### src/rtl/keypad_scan_ctrl.sv
// 4x4 keypad column scanner with row synchronizer, debounce and a valid/ready key event output.
// Optional auto-repeat while a key is held is built when KEYSCAN_TYPEMATIC_EN is defined.
module keypad_scan_ctrl #(
  parameter int SCAN_DIV       = 16,
  parameter int DEBOUNCE       = 4,
  parameter int REPEAT_SAMPLES = 64
) (
  input  logic       clk,
  input  logic       reset,
  input  logic [3:0] r,
  output logic [3:0] c,
  output logic       key_valid,
  input  logic       key_ready,
  output logic [3:0] key_code,
  output logic       overrun
);

  localparam int DW = (SCAN_DIV > 1) ? $clog2(SCAN_DIV) : 1;

  localparam logic [1:0] SCAN    = 2'd0;
  localparam logic [1:0] CONFIRM = 2'd1;
  localparam logic [1:0] HELD    = 2'd2;

  generate
    if (SCAN_DIV < 4 || DEBOUNCE < 1 || DEBOUNCE > 15 || REPEAT_SAMPLES < 1) begin : g_bad_param
      $error("keypad_scan_ctrl: parameter out of legal range");
    end
  endgenerate

  // Reset asserts asynchronously but its release is retimed to clk.
  logic [1:0] rst_sync_reg;
  logic       rst_n;

  always_ff @(posedge clk or negedge reset) begin
    if (!reset) rst_sync_reg <= 2'b00;
    else        rst_sync_reg <= {rst_sync_reg[0], 1'b1};
  end
  assign rst_n = rst_sync_reg[1];

  logic [3:0]    r_meta_reg, r_sync_reg;
  logic [DW-1:0] dwell_reg, dwell_next;
  logic [1:0]    state_reg, state_next;
  logic [1:0]    col_reg, col_next;
  logic [1:0]    row_reg, row_next;
  logic [3:0]    match_reg, match_next;
  logic [3:0]    rel_reg, rel_next;
  logic          key_valid_reg, key_valid_next;
  logic [3:0]    key_code_reg, key_code_next;
  logic          overrun_reg, overrun_next;
  logic          sample;
  logic          row_hit;
  logic          emit;
  logic [1:0]    low_row;

`ifdef KEYSCAN_TYPEMATIC_EN
  localparam int RW = $clog2(REPEAT_SAMPLES) + 1;
  logic [RW-1:0] rep_reg, rep_next;
`endif

  assign sample  = (dwell_reg == DW'(SCAN_DIV - 1));
  assign row_hit = r_sync_reg[row_reg];

  always_comb begin
    low_row = 2'd3;
    if (r_sync_reg[0])      low_row = 2'd0;
    else if (r_sync_reg[1]) low_row = 2'd1;
    else if (r_sync_reg[2]) low_row = 2'd2;
  end

  always_comb begin
    dwell_next = sample ? '0 : dwell_reg + 1'b1;
    state_next = state_reg;
    col_next   = col_reg;
    row_next   = row_reg;
    match_next = match_reg;
    rel_next   = rel_reg;
    emit       = 1'b0;
`ifdef KEYSCAN_TYPEMATIC_EN
    rep_next   = rep_reg;
`endif
    if (sample) begin
      case (state_reg)
        SCAN: begin
          if (r_sync_reg != 4'b0000) begin
            row_next   = low_row;
            match_next = 4'd0;
            state_next = CONFIRM;
          end else begin
            col_next = col_reg + 2'd1;
          end
        end
        CONFIRM: begin
          if (row_hit) begin
            if (match_reg == 4'(DEBOUNCE - 1)) begin
              emit       = 1'b1;
              match_next = 4'd0;
              rel_next   = 4'd0;
              state_next = HELD;
            end else begin
              match_next = match_reg + 4'd1;
            end
          end else begin
            match_next = 4'd0;
            state_next = SCAN;
            col_next   = col_reg + 2'd1;
          end
        end
        HELD: begin
          if (!row_hit) begin
            if (rel_reg == 4'(DEBOUNCE - 1)) begin
              rel_next   = 4'd0;
              state_next = SCAN;
              col_next   = col_reg + 2'd1;
`ifdef KEYSCAN_TYPEMATIC_EN
              rep_next   = '0;
`endif
            end else begin
              rel_next = rel_reg + 4'd1;
            end
          end else begin
            rel_next = 4'd0;
`ifdef KEYSCAN_TYPEMATIC_EN
            if (rep_reg == RW'(REPEAT_SAMPLES - 1)) begin
              emit     = 1'b1;
              rep_next = '0;
            end else begin
              rep_next = rep_reg + 1'b1;
            end
`endif
          end
        end
        default: begin
          state_next = SCAN;
        end
      endcase
    end
  end

  // A new event only displaces the held one if the consumer takes it this cycle.
  always_comb begin
    key_valid_next = key_valid_reg;
    key_code_next  = key_code_reg;
    overrun_next   = 1'b0;
    if (emit) begin
      if (!key_valid_reg || key_ready) begin
        key_valid_next = 1'b1;
        key_code_next  = {row_reg, col_reg};
      end else begin
        overrun_next = 1'b1;
      end
    end else if (key_valid_reg && key_ready) begin
      key_valid_next = 1'b0;
    end
  end

  always_ff @(posedge clk or negedge rst_n) begin
    if (!rst_n) begin
      r_meta_reg    <= 4'b0000;
      r_sync_reg    <= 4'b0000;
      dwell_reg     <= '0;
      state_reg     <= SCAN;
      col_reg       <= 2'd0;
      row_reg       <= 2'd0;
      match_reg     <= 4'd0;
      rel_reg       <= 4'd0;
      key_valid_reg <= 1'b0;
      key_code_reg  <= 4'd0;
      overrun_reg   <= 1'b0;
`ifdef KEYSCAN_TYPEMATIC_EN
      rep_reg       <= '0;
`endif
    end else begin
      r_meta_reg    <= r;
      r_sync_reg    <= r_meta_reg;
      dwell_reg     <= dwell_next;
      state_reg     <= state_next;
      col_reg       <= col_next;
      row_reg       <= row_next;
      match_reg     <= match_next;
      rel_reg       <= rel_next;
      key_valid_reg <= key_valid_next;
      key_code_reg  <= key_code_next;
      overrun_reg   <= overrun_next;
`ifdef KEYSCAN_TYPEMATIC_EN
      rep_reg       <= rep_next;
`endif
    end
  end

  assign c         = 4'b0001 << col_reg;
  assign key_valid = key_valid_reg;
  assign key_code  = key_code_reg;
  assign overrun   = overrun_reg;

endmodule

### config.mk
export PLATFORM = sky130hd
export DESIGN_NAME = keypad_scan_ctrl
export DESIGN_NICKNAME = d
export VERILOG_FILES = /design/src/rtl/keypad_scan_ctrl.sv
export SDC_FILE = /design/constraint.sdc
export NUM_CORES = 1
export LEC_CHECK = 0
export ABC_AREA = 1
export BUFFER_PORTS_ARGS = -buffer_cell sky130_fd_sc_hd__buf_4
export CAP_MARGIN = 40
export CORE_AREA = 2 2 46 70
export DETAILED_ROUTE_END_ITERATION = 8
export DIE_AREA = 0 0 48 72
export GPL_ROUTABILITY_DRIVEN = 0
export PLACE_DENSITY = 0.71
export REMOVE_ABC_BUFFERS = 1
export SLEW_MARGIN = 5
export SYNTH_ARGS = -nofsm -noshare
export SYNTH_HDL_FRONTEND = slang
export SYNTH_SLANG_ARGS = --single-unit
export TNS_END_PERCENT = 50
### constraint.sdc
create_clock -name clk -period 1.5 [get_ports clk]
set_clock_uncertainty 0.05 [all_clocks]
set_input_delay 0.075 -clock clk [delete_from_list [all_inputs] [get_ports clk]]
set_output_delay 0.075 -clock clk [all_outputs]
set_load 0.05 [all_outputs]
==> summary.md <==
| Metric | Value |
|---|---|
| Die Y | just over 70 µm |
| Synth top area cells | dfrtp_1, nand2_1, nand3_1, ha_1, inv_1 |
| Crit share post-route | 1.02 |
| ANT nets after route | 0 |
| Critical Path, Cell by Cell | inv_1, nand2_1, inv_2, nand2_2, nor2_4, nand2_4, nand2_8, nand3_1, nand2_1 |
| Non-Filler Instances | about 240 |
| Initial Utilization | 0.541 |
| Crit start category | flip-flop |
| Hold/Removal Path Class | primary input to async pin |
| Max-cap violations | 0 |
| Ports | 17 |
| Async set or reset register ratio after synthesis | 1.00 |
| TritonCTS Buffers | 5 |
| Fmax achieved | 0.656 GHz |
| Hold Violations, Final | 0 |
| Register area share after synthesis | 0.552 |
| Flops & latches, synth | 34 |
| Row count | 24 |
| Setup Slack @ Placement | -0.00819 ns |
| Failing checks | setup timing |
| Dpl cells | between 200 and 250 |
| Worst Slack Setup Final | -0.0251 ns |
| Cell mode on critical path | nand2_1 |
| Top cell type's share of synthesized area | 0.552 |
| I/O Buffers | 16 |
| Pleak | roughly 1 nW |
| Hold WS | slightly below 0.06 ns |
| Delay-heaviest family, CP | simple AND/OR/NAND/NOR gates |
| Crit path kind | flip-flop to flip-flop |
| Mapped Cells | 168 |
| Fill cell count | between 200 and 250 |
| H-tree depth | 2 |
| Final net count | ~220 |
| Area Growth Syn to Fin | 29.4% |
| Largest net degree at the start of global routing | 23 |
| Clock buffer depth | 2 |
| Via count | around 1,200 |
| Synth warnings | 0 |
| Reg area | between 800 and 900 µm² |
| DP HPWL | 2220 µm |
| Iter 0 DRT Violations | 32 |
| PnR Total Power | between 2 and 2.5 mW |
| Pwr/cell area | 1060 mW/mm² |
| CTS root buffer | clkbuf_8 |
| Number of synthesized flops with an enable pin | 0 |
| Mapped cell area | roughly 0.0015 mm² |
| Syn Area/Cell | about 9.2 µm² |
| CTS sink cnt | 34 |
| WP data required | approximately 1.7 ns |
| Arrival @ worst endpoint | roughly 1.7 ns |
| Crit path buf inv count | 2 |
| Area leader, netlist | dfrtp_1 |
| RSZ-0062 raised after global routing | yes |
| Vias in the first global route | about 1,200 |
| Drt pass-1 iters | 4 |
| Diode count | 0 |
| Final-report max-slew violation count | 0 |
| Count leader, synth | nand2_1 |
| Crit path capture type | flip-flop |
| Distinct cell type count after synthesis | 21 |
| Detailed-route DRC error count | 0 |
| CP max stage delay | between 0.4 and 0.5 ns |
| Clk_lat worst skew | between 0.2 and 0.3 ns |
| Core Region | ~0.0029 mm² |
| Final setup violation count | 5 |
| Die W | 48 µm |
| Fin util | 0.700 |
| Final min period | roughly 1.5 ns |
| Most frequent cells after synthesis | nand2_1, dfrtp_1, nand3_1 |
| Routed len/inst | 12.8 µm |
| GRT overflow | 0 |
| Detailed Route WL | 3090 µm |
| TritonCTS clock tree | done |
| Clock-pin slew on the worst setup and hold paths | 0.07 ns |
| Die ar. | around 0.0035 mm² |
| Peak supply drop | 0.000837 V |
| Worst-path maximum fanout | 6 |
| Initial antenna violation count | 0 |
| Vias per cell | between 5 and 6 |
| Layout cells sized above 1 | 0.261 |
| Prevailing post-synth register cell | dfrtp_1 |
| First-pass GRT wire length | ~5000 µm |
| GRT Util Overall | 0.208 |
| Multi-input logic area | a little under 700 µm² |
| Status | finished, violations left |
| CP max-delay cell | dfrtp_1 |
## placed cells by master, fill, tap and decap left out, types with 2 or more instances in the layout
cell	netlist	routed
buf_4	0	21
clkbuf_1	0	2
clkbuf_8	0	5
dfrtp_1	34	34
dlygate4sd3_1	0	5
ha_1	7	5
inv_1	17	16
inv_2	3	4
nand2_1	37	35
nand2_2	3	4
nand2_4	2	2
nand3_1	21	19
nand3_2	1	2
nand4_1	3	3
nor2_1	15	13
nor2_2	2	2
nor2_4	2	4
o21ai_0	8	7
o21ai_1	5	5
xor2_1	3	3
## through the flow
step / cell area [µm²] / TNS [ns]
final: 2000 / -0.0629
after global routing: 2000 / -0.612
after CTS: 1910 / -0.00532
after detailed placement: 1740 / -0.00819
after global placement: 1740 / 0
after floorplan: 1540 / 0
## layout make-up
cell class,instances,area share
sequential,34,0.426
multi-input combinational,114,0.344
clock buffer,7,0.0382
inverter,20,0.0376
tap,39,0.0245
timing repair buffer,27,0.114
clock inverter,1,0.0150
## worst register-to-register path: cells and delay by family, from the launching register on
kind	cells	cell delay, ns
AND/OR/NAND/NOR	7	0.72
flip-flops	1	0.43
buffers and inverters	2	0.27
## logic make-up (layout without fill, tap and decap cells)
group           Yosys count  in the layout  synth area share
fa+ha+maj                 7              7            0.0568
flops                    34             34             0.552
xor+xnor                  4              4            0.0227
compound gates           14             14            0.0479
buf+inv                  20             55            0.0487
simple gates             88             88             0.270
other cells               1              1           0.00243
## worst paths after layout
check / startpoint / end / slack, ns / cells after the start
setup / recovery: state_reg[1] / rel_reg[2] / -0.03 / 9
hold / removal: reset / rst_sync_reg[0] / 0.06 / 2
setup reg to reg: state_reg[1] / rel_reg[2] / -0.03 / 9
hold reg to reg: rst_sync_reg[1] / rel_reg[0] / 0.14 / 0
max in group asynchronous: rst_sync_reg[1] / r_sync_reg[0] / 0.78 / 1
min in group clk: key_ready / overrun / 0.10 / 4
## power by group
group / internal (mW) / leakage (nW) / switching (mW)
Clock: 0.496 / 0.0524 / 0.302
Sequential: 0.958 / 0.444 / 0.0414
Combinational: 0.102 / 0.514 / 0.219
## routing by layer
layer	wire [µm]	vias up	track usage
met3	96	9	0.0448
met1	1150	586	0.221
met4	63	0	0.0901
met5	0	-	0
li1	-	604	-
met2	1780	32	0.370
## timing repair
| action | 4_1_cts | 5_1_grt |
|---|---|---|
| endpoints found under the setup margin | 4 | 16 |
| hold endpoints to repair | 6 | 0 |
| pin swaps | 0 | 9 |
| resized for setup | 2 | 15 |
| setup buffers | 0 | 4 |
| hold buffers | 5 | 0 |
Power figures use the tool's default switching activity.
